**config.mk**
```make
export PLATFORM = sky130hd
export DESIGN_NAME = id_ex_stage
export DESIGN_NICKNAME = d
export VERILOG_FILES = /design/src/rtl/cpu_pkg.sv /design/src/rtl/fwd_mux.sv /design/src/rtl/id_ex_stage.sv
export SDC_FILE = /design/constraint.sdc
export NUM_CORES = 1
export LEC_CHECK = 0
export CAP_MARGIN = 10
export CORE_MARGIN = 10
export CORE_UTILIZATION = 23
export CTS_BUF_LIST = sky130_fd_sc_hd__clkbuf_4 sky130_fd_sc_hd__clkbuf_8 sky130_fd_sc_hd__clkbuf_16
export DETAILED_ROUTE_END_ITERATION = 10
export SYNTH_ARGS = -nofsm -noshare
export SYNTH_HDL_FRONTEND = slang
export SYNTH_SLANG_ARGS = --single-unit
```
**constraint.sdc**
```tcl
create_clock -name clk -period 5.85 [get_ports clk]
set_input_delay 1.17 -clock clk [delete_from_list [all_inputs] [get_ports clk]]
set_output_delay 1.17 -clock clk [all_outputs]
set_load 0.05 [all_outputs]
```
**src/rtl/cpu_pkg.sv**
```systemverilog
// Shared CPU definitions: datapath widths, ALU opcode encodings and
// opcode classification helpers used by the ID/EX stage.
package cpu_pkg;

  localparam int XLEN = 32;
  localparam int RIDX = 5;
  localparam int OPW  = 5;

  localparam logic [OPW-1:0] OP_ADD  = 5'b00010;
  localparam logic [OPW-1:0] OP_ADDI = 5'b00011;
  localparam logic [OPW-1:0] OP_SUB  = 5'b00100;
  localparam logic [OPW-1:0] OP_SUBI = 5'b00101;
  localparam logic [OPW-1:0] OP_AND  = 5'b01010;
  localparam logic [OPW-1:0] OP_ANDI = 5'b01011;
  localparam logic [OPW-1:0] OP_OR   = 5'b01100;
  localparam logic [OPW-1:0] OP_ORI  = 5'b01101;
  localparam logic [OPW-1:0] OP_NOT  = 5'b01110;
  localparam logic [OPW-1:0] OP_XOR  = 5'b10000;
  localparam logic [OPW-1:0] OP_XORI = 5'b10001;
  localparam logic [OPW-1:0] OP_BEQ  = 5'b11000;
  localparam logic [OPW-1:0] OP_BNE  = 5'b11001;
  localparam logic [OPW-1:0] OP_BLT  = 5'b11010;

  // Opcodes whose second ALU operand is the decoded immediate.
  function automatic logic is_imm(input logic [OPW-1:0] op);
    return op inside {OP_ADDI, OP_SUBI, OP_ANDI, OP_ORI, OP_XORI};
  endfunction

  // NOT and the immediate forms never read rs2, so rs2 cannot stall them.
  function automatic logic uses_rs2(input logic [OPW-1:0] op);
    return !is_imm(op) && (op != OP_NOT);
  endfunction

  // Branches compare only; everything else writes its destination.
  function automatic logic writes_rd(input logic [OPW-1:0] op);
    return !(op inside {OP_BEQ, OP_BNE, OP_BLT});
  endfunction

endpackage

```
**src/rtl/fwd_mux.sv**
```systemverilog
// Single-operand source select for the ID/EX stage. Register 0 always
// reads as zero. With ID_EX_FWD_EN defined, a non-load EX/MEM result has
// priority over a MEM/WB result, which has priority over the register file;
// without it the register-file value is used and the stage stalls instead.
module fwd_mux
  import cpu_pkg::*;
(
  input  logic [RIDX-1:0] rs,
  input  logic [XLEN-1:0] rf_val,
  input  logic            exm_wr_en,
  input  logic            exm_is_load,
  input  logic [RIDX-1:0] exm_rd,
  input  logic [XLEN-1:0] exm_val,
  input  logic            mwb_wr_en,
  input  logic [RIDX-1:0] mwb_rd,
  input  logic [XLEN-1:0] mwb_val,
  output logic [XLEN-1:0] val
);

`ifdef ID_EX_FWD_EN
  // Priority forward select; a load in EX/MEM has no data yet, so it is skipped.
  always_comb begin
    val = rf_val;
    if (rs == '0)
      val = '0;
    else if (exm_wr_en && !exm_is_load && (exm_rd == rs))
      val = exm_val;
    else if (mwb_wr_en && (mwb_rd == rs))
      val = mwb_val;
  end
`else
  logic unused_fwd;
  assign unused_fwd = ^{exm_wr_en, exm_is_load, exm_rd, exm_val,
                        mwb_wr_en, mwb_rd, mwb_val};

  // Register-file value only, with the zero-register rule.
  always_comb begin
    val = rf_val;
    if (rs == '0)
      val = '0;
  end
`endif

endmodule

```
**src/rtl/id_ex_stage.sv**
```systemverilog
// ID/EX pipeline register feeding the 32-bit ALU. Captures decoded
// instructions over a valid/ready handshake, resolves operands (forwarding
// when ID_EX_FWD_EN is defined, stalling on any pending writer otherwise),
// inserts load-use bubbles and squashes on flush.
module id_ex_stage
  import cpu_pkg::*;
(
  input  logic            clk,
  input  logic            rst,
  input  logic            flush,
  input  logic            dec_valid,
  output logic            dec_ready,
  input  logic [OPW-1:0]  dec_opcode,
  input  logic [RIDX-1:0] dec_rs1,
  input  logic [RIDX-1:0] dec_rs2,
  input  logic [RIDX-1:0] dec_rd,
  input  logic [XLEN-1:0] dec_rs1_val,
  input  logic [XLEN-1:0] dec_rs2_val,
  input  logic [XLEN-1:0] dec_imm,
  input  logic            exm_wr_en,
  input  logic            exm_is_load,
  input  logic [RIDX-1:0] exm_rd,
  input  logic [XLEN-1:0] exm_val,
  input  logic            mwb_wr_en,
  input  logic [RIDX-1:0] mwb_rd,
  input  logic [XLEN-1:0] mwb_val,
  output logic            ex_valid,
  input  logic            ex_ready,
  output logic [XLEN-1:0] alu_a,
  output logic [XLEN-1:0] alu_b,
  output logic [OPW-1:0]  alu_opcode,
  output logic [RIDX-1:0] ex_rd,
  output logic            ex_wr_en
);

  logic            use_rs1;
  logic            use_rs2;
  logic            hazard;
  logic            advance;
  logic            accept;
  logic [XLEN-1:0] fwd_a;
  logic [XLEN-1:0] fwd_b;
  logic [XLEN-1:0] opnd_b;

  logic            vld_p0;
  logic [XLEN-1:0] a_p0;
  logic [XLEN-1:0] b_p0;
  logic [OPW-1:0]  op_p0;
  logic [RIDX-1:0] rd_p0;
  logic            wr_p0;

  // Register 0 is never a dependency, whatever writes it.
  assign use_rs1 = (dec_rs1 != '0);
  assign use_rs2 = uses_rs2(dec_opcode) && (dec_rs2 != '0);

  // Stall detection for the instruction offered by decode.
  always_comb begin
    hazard = 1'b0;
`ifdef ID_EX_FWD_EN
    if (exm_wr_en && exm_is_load) begin
      if (use_rs1 && (exm_rd == dec_rs1)) hazard = 1'b1;
      if (use_rs2 && (exm_rd == dec_rs2)) hazard = 1'b1;
    end
`else
    if (use_rs1 && ((exm_wr_en && (exm_rd == dec_rs1)) ||
                    (mwb_wr_en && (mwb_rd == dec_rs1))))
      hazard = 1'b1;
    if (use_rs2 && ((exm_wr_en && (exm_rd == dec_rs2)) ||
                    (mwb_wr_en && (mwb_rd == dec_rs2))))
      hazard = 1'b1;
`endif
  end

  // The slot frees when it is empty or the ALU takes it this cycle; flush
  // always lets decode move on, but what it offers is dropped.
  assign advance   = !vld_p0 || ex_ready;
  assign dec_ready = flush || (advance && !hazard);
  assign accept    = dec_valid && dec_ready && !flush;

  fwd_mux u_fwd_a (
    .rs          (dec_rs1),
    .rf_val      (dec_rs1_val),
    .exm_wr_en   (exm_wr_en),
    .exm_is_load (exm_is_load),
    .exm_rd      (exm_rd),
    .exm_val     (exm_val),
    .mwb_wr_en   (mwb_wr_en),
    .mwb_rd      (mwb_rd),
    .mwb_val     (mwb_val),
    .val         (fwd_a)
  );

  fwd_mux u_fwd_b (
    .rs          (dec_rs2),
    .rf_val      (dec_rs2_val),
    .exm_wr_en   (exm_wr_en),
    .exm_is_load (exm_is_load),
    .exm_rd      (exm_rd),
    .exm_val     (exm_val),
    .mwb_wr_en   (mwb_wr_en),
    .mwb_rd      (mwb_rd),
    .mwb_val     (mwb_val),
    .val         (fwd_b)
  );

  // Second operand: immediate for I-type, zero for NOT, else the rs2 source.
  always_comb begin
    opnd_b = fwd_b;
    if (is_imm(dec_opcode))
      opnd_b = dec_imm;
    else if (dec_opcode == OP_NOT)
      opnd_b = '0;
  end

  // ---- ID -> EX boundary: capture, hold, bubble or squash ----
  always_ff @(posedge clk or posedge rst) begin
    if (rst) begin
      vld_p0 <= 1'b0;
      a_p0   <= '0;
      b_p0   <= '0;
      op_p0  <= '0;
      rd_p0  <= '0;
      wr_p0  <= 1'b0;
    end else if (flush) begin
      vld_p0 <= 1'b0;
    end else if (advance) begin
      vld_p0 <= accept;
      if (accept) begin
        a_p0  <= fwd_a;
        b_p0  <= opnd_b;
        op_p0 <= dec_opcode;
        rd_p0 <= dec_rd;
        wr_p0 <= writes_rd(dec_opcode);
      end
    end
  end

  assign ex_valid   = vld_p0;
  assign alu_a      = a_p0;
  assign alu_b      = b_p0;
  assign alu_opcode = op_p0;
  assign ex_rd      = rd_p0;
  assign ex_wr_en   = wr_p0;

endmodule

```
==> results of run 1 <==
[sequential cells by signal, summed over array words and instances (netlist names)]
signal / cells
ex_wr_en: 1
alu_a: 32
alu_b: 32
ex_rd: 5
alu_opcode: 5
ex_valid: 1
[stage by stage]
stage                     util (%)  setup slack, ns  std cells
final                         39.9            0.928        748
after global routing          39.9            0.779        748
after CTS                     39.9            0.904        748
after detailed placement      38.1            0.897        732
after global placement        38.1             1.00        732
after floorplan                  -             2.55        319
[routing by layer]
layer | routed length, um | share of wire (%)
met5 | 0 | 0
met1 | 5190 | 42
met3 | 1110 | 8.9
met2 | 5920 | 48
met4 | 207 | 1.7
[area by class of cell]
| cell class | instances | share of cell area, % |
|---|---|---|
| sequential | 76 | 30.0 |
| tap | 216 | 4.27 |
| timing repair buffer | 215 | 33.7 |
| clock inverter | 2 | 0.158 |
| inverter | 34 | 2.04 |
| multi-input combinational | 191 | 25.5 |
| clock buffer | 14 | 4.25 |
[placed cells by master (no fill, tap or decap), drive strengths merged]
cell,netlist,final
o21a,1,1
dfrtp,76,76
a31o,1,1
o21ai,1,1
inv,34,33
clkdlybuf4s50,0,209
nor2b,2,2
a22oi,1,1
nor2,2,2
clkbuf,10,14
nand2,40,40
nand4b,1,1
nand4,5,5
nand2b,1,1
mux2,43,43
a22o,32,32
nor3,2,2
a21oi,2,2
clkinv,0,3
xnor2,20,20
xor2,1,1
o22ai,2,2
and4b,1,1
mux2i,32,32
nor4b,1,1
buf,8,6
[cell usage after synthesis, drive strengths merged, types with 2 or more instances]
master	number	share of area (%)
a21oi	2	0.27
a22o	32	7.5
buf	8	1.5
clkbuf	10	1.0
dfrtp	76	51
inv	34	3.4
mux2	43	14
mux2i	32	8.6
nand2	40	4.0
nand4	5	1.0
nor2	2	0.20
nor2b	2	0.34
nor3	2	0.27
o22ai	2	0.34
xnor2	20	4.7
[power breakdown]
group	total [uW]	internal [uW]	switching, uW
Clock	526	317	209
Sequential	707	646	60.9
Combinational	1010	387	624
Total	2240	1350	894
[cell families (layout without fill, tap and decap cells)]
family | Yosys count | count (layout)
multiplexers | 75 | 75
AO/OA/AOI/OAI | 40 | 40
flip-flops | 76 | 76
XOR/XNOR | 21 | 21
AND/OR/NAND/NOR | 55 | 55
buffers and inverters | 52 | 265
[worst reg2reg max path: cells and delay by family, from the launching register on]
family                 cells  cell delay, ns
buffers and inverters      1            0.55
DFF                        1            0.34
muxes                      1            0.43
and+or+nand+nor            2            0.24
[path summary, 6_finish.rpt]
path,from,to,slack (ns)
min in group asynchronous,rst,alu_a[28]$_DFFE_PP0P_,1.44
worst max register to register,ex_valid$_DFFE_PP0P_,alu_b[28]$_DFFE_PP0P_,4.16
worst max-delay path,dec_opcode[0],dec_ready,0.93
worst min-delay path,alu_b[26]$_DFFE_PP0P_,alu_b[26]$_DFFE_PP0P_,0.49
max in group asynchronous,rst,alu_a[12]$_DFFE_PP0P_,3.70
worst min register to register,alu_b[26]$_DFFE_PP0P_,alu_b[26]$_DFFE_PP0P_,0.49
==> run summary, run 1 <==
Synth warnings = 0
Setup Crit Path Kind = input pin to output pin
I/O pin count = 275
GR Util met1 = 13.2%
Avg WL per Cell = 16.6 um
Fillers = 1,587
Die Height = 147 um
Antenna violations before repair = 0
Core ar. = 15,900 sq um
Die width = 147 um
Avg Vias per Cell = 4.26
Clk slew on worst S/H paths = 0.05 ns
Number of nets in the layout = 725
Max_slew headroom = 31.9%
Synth Flop Type = dfrtp_1
Vias in the first global route = 3,524
CTS Hold Bufs = 0
Post-DP Area = 6050 sq um
GR peak layer = met2
DR DRC count = 0
GPL Wtd Cong = 0.818
Post-Syn Instances = 319
DR pass1 iterations = 4
XOR/XNOR Fraction of Synth Area = 4.93%
Die ar. = 21,700 sq um
Setup crit end kind = output pin
Post-DRT Antenna Nets = 0
Final hold vios = 0
Worst-path cell chain = clkdlybuf4s50_1, and4b_1, a21oi_1, o21a_1, buf_4, nand2_1, a31o_2, clkdlybuf4s50_1
Final Cycle Share = 84.1%
Final setup fails = 0
R2r worst-path depth = 4
Max Transition Viols Final = 0
Area occupied by multi-input gates = 1620 sq um
Async SR Flop Fraction = 100%
Total grt overflow = 0
Global-route wire length before repair = 20,300 um
Netlist Area Pre-Place = 3730 sq um
Number of cells on the critical path = 8
CTS buffer count = 9
Unique masters post-synth = 28
Main combinational cell family by area after synthesis = multiplexers
Max_cap viols = 0
Syn_nets = 517
Vias = 3,187
Initial DRC count = 90
Post-synthesis mux area share = 22.3%
Overall Power = 2240 uW
Standard-cell rows = 46
Min Tclk post-route = 4.92 ns
DP HPWL = 9770 um
Area Overhead vs Synth = 69.8%
Clock Path Buffers = 2
Register area share after synthesis = 51.0%
RSZ-0062 raised after global routing = false
N_diodes = 0
H-Tree Depth = 3
Clk_lat worst skew = 0.33 ns
Crit path max fanout = 33
Final Cell Area = 6330 sq um
Total GRT Usage = 11.7%
Setup_tns = 0 ns
Synthesis-stage register bit count = 76
Share of cells above drive strength 1 = 6.39%
Final hold slack = 0.486 ns
Upper clock frequency limit = 0.203 GHz
Synthesized-area fraction occupied by adder cells = 0%
WP data required = 4.68 ns
Met3 GRT Util = 5.93%
Status = finished clean
Slowest-stage cell, CP = clkdlybuf4s50_1
Number of port buffers = 209
Simple-gate portion of the synthesized area = 6.91%
M2 GR Usage = 19.0%
Syn Area/Cell = 11.7 sq um
Flip-flop and latch area = 1900 sq um
Clock skew = 0.00363 ns
Post-CTS setup buffers = 0
CTS tree = yes
Clk sinks = 76
Number of synthesized flops with an enable pin = 0
Critical Path Max Stage Delay = 0.71 ns
Most frequent cell on the critical path = clkdlybuf4s50_1
Total wire length = 12,400 um
Post-CTS sizing = 0
Buffers & Inverters on Critical Path = 3
Power Density = 354 nW/um^2
Worst EP arrival = 3.75 ns
Hold/Removal Path Class = flip-flop to flip-flop
CTS root buf = clkbuf_16
Starting Density = 23.5%
Slew @ Worst Pin = 1.02 ns
VDD IR max = 0.000161 V
Worst setup SP type = input pin
Leak = 0.00289 uW
Synth Area in Compound Gates = 8.89%
Critical path's top delay family = buffers and inverters
Largest net degree at the start of global routing = 77
Worst hold path depth = 1
No activity file was read; power rests on OpenSTA's default activity.
==> run 2, diff against run 1 <==
clock period = 5.14 ns   (was 5.85 ns; I/O delays follow)
==> run 2 against run 1 <==
Against the previous run: non-clock buffer count unchanged; flip-flop and latch count did not move; critical endpoint unchanged; power grew 18%; largest power group unchanged; clock skew is 0.00056 ns higher; worst setup slack improved by 0.11 ns; utilization rose by 0.25 points.
==> run summary, run 2 (synthesis results as in run 1) <==
Sw Ratio = 38.8% (-1.0 points)
Worst hold path depth = 1 (unchanged)
Min Tclk post-route = 4.11 ns
Most frequent cells in the layout = 208 x clkdlybuf4s50_1, 76 x dfrtp_1, 40 x nand2_1
Leak = 0.00291 uW (+0.63%)
CTS Hold Bufs = 0 (unchanged)
Power Density = 415 nW/um^2 (+17%)
Starting Density = 23.5% (unchanged)
Clk slew on worst S/H paths = 0.06 ns (about the same)
I/O pin count = 275 (unchanged)
Post-DRT Antenna Nets = 0 (unchanged)
Initial DRC count = 121 (+34%)
CTS tree = yes
Largest net degree at the start of global routing = 43 (-44%)
Antenna violations before repair = 0 (unchanged)
Number of cells on the critical path = 8 (unchanged)
Slew @ Worst Pin = 0.669 ns (-0.353 ns)
Die ar. = 21,700 sq um (unchanged)
Internal = 1620 uW (+20%)
Final hold vios = 0 (unchanged)
Status = finished clean
Slowest-stage cell, CP = clkdlybuf4s50_1
N_diodes = 0 (unchanged)
HP Start = alu_b[26]$_DFFE_PP0P_
Area Overhead vs Synth = 70.9%
Die Height = 147 um (unchanged)
Post-CTS sizing = 0 (unchanged)
Final Cycle Share = 79.9%
Reg-to-Reg Start = ex_valid$_DFFE_PP0P_
Crit path max fanout = 33 (unchanged)
Total wire length = 12,400 um (-0.14%)
Number of port buffers = 209 (unchanged)
Clock skew = 0.00420 ns (+0.000565 ns)
Post-layout util = 40.1% (+0.25 points)
Die width = 147 um (unchanged)
Share of cells above drive strength 1 = 6.58% (+0.19 points)
Post-CTS setup buffers = 0 (unchanged)
Clock network fraction of design power = 26.0% (+2.6 points)
Total grt overflow = 0 (unchanged)
Setup_tns = 0 ns (unchanged)
Number of nets in the layout = 725 (unchanged)
Worst-path cell chain = clkdlybuf4s50_1, and4b_1, a21oi_1, o21a_1, buf_4, nand2_1, a31o_2, buf_4
CTS buffer count = 9 (unchanged)
Buffers & Inverters on Critical Path = 3 (unchanged)
Gate power share = 43.5% (-1.6 points)
Most frequent cell on the critical path = buf_4
Hold/Removal Path Class = flip-flop to flip-flop
Max Transition Viols Final = 0 (unchanged)
DR DRC count = 0 (unchanged)
Worst setup SP type = input pin
DR pass1 iterations = 4 (unchanged)
Switch Pwr = 1030 uW (+15%)
Most common cell after layout, fill and taps aside = clkdlybuf4s50_1
Setup crit end kind = output pin
Critical path launch point = dec_opcode[0]
Worst EP arrival = 3.08 ns (-0.67 ns)
Standard-cell rows = 46 (unchanged)
Clock Path Buffers = 2 (unchanged)
H-Tree Depth = 3 (unchanged)
Vias in the first global route = 3,622 (+2.8%)
DP HPWL = 9820 um (+0.52%)
Setup Crit Path Kind = input pin to output pin
CTS root buf = clkbuf_16
Critical Path Max Stage Delay = 0.56 ns (-0.15 ns)
Core ar. = 15,900 sq um (unchanged)
VDD IR max = 0.000195 V (+21%)
Max_slew headroom = 55.4% (+24 points)
Avg Vias per Cell = 4.26 (about the same)
Vias = 3,186 (-0.031%)
R2r worst-path depth = 4 (unchanged)
RSZ-0062 raised after global routing = false
Clk sinks = 76 (unchanged)
Final setup fails = 0 (unchanged)
Critical path's top delay family = buffers and inverters
WP data required = 4.11 ns (-0.57 ns)
Global-route wire length before repair = 20,300 um (+0.13%)
Clk_lat worst skew = 0.33 ns (about the same)
Upper clock frequency limit = 0.244 GHz
Max_cap viols = 0 (unchanged)
Total GRT Usage = 11.7% (+0.035 points)
GPL Wtd Cong = 0.814 (-0.53%)
Reg power frac = 30.5% (-1.0 points)
Avg WL per Cell = 16.6 um (-0.14%)
[run 2: cell types whose count changed in the layout (fill, tap and decap cells not counted)]
cell / before / now
buf_4: 6 / 7
clkinv_2: 3 / 4
bufinv_16: 0 / 2
clkbuf_4: 4 / 1
clkdlybuf4s50_1: 209 / 208
[run 2: metal layers]
layer  GRT usage (%)  routed length, um  vias up
li1                -                  -     1512
met1            12.7               5090     1516
met2            19.5               5900      141
met3            5.74               1180       17
met4            4.16                241        0
met5               0                  0        -
[run 2: final cells by class]
class / count / area (sq um)
clock buffers: 11 / 246
fillers: 1570 / 9510
flip-flops and latches: 76 / 1900
well taps: 216 / 270
clock inverters: 5 / 75.1
inverters: 34 / 129
repair buffers: 215 / 2130
multi-input cells: 191 / 1620
[run 2: worst paths after layout]
path                                              end  slack (ns)
worst max-delay path                        dec_ready        1.03
worst min-delay path            alu_b[26]$_DFFE_PP0P_        0.49
worst max register to register  alu_b[25]$_DFFE_PP0P_        3.48
worst min register to register  alu_b[26]$_DFFE_PP0P_        0.49
max in group asynchronous       alu_a[10]$_DFFE_PP0P_        3.04
min in group asynchronous       alu_a[25]$_DFFE_PP0P_        1.09
[run 2: power groups by stage]
stage	Clock, uW	Sequential [uW]	Combinational, uW
floorplan	0	1300	210
global placement	0	809	1150
detailed placement	0	817	1160
CTS	718	808	1170
global route	745	827	1210
finish	688	806	1150
[run 2: stage by stage]
stage	instances	worst slack, ns	total power, uW	cell area (sq um)	hold slack (ns)
6_report	748	1.03	2640	6370	0.488
5_1_grt	748	0.877	2780	6370	0.500
4_1_cts	748	1.02	2690	6370	0.493
3_5_place_dp	732	1.02	1980	6050	0.480
3_3_place_gp	732	1.10	1960	6050	0.473
2_1_floorplan	319	2.13	1510	3730	0.753
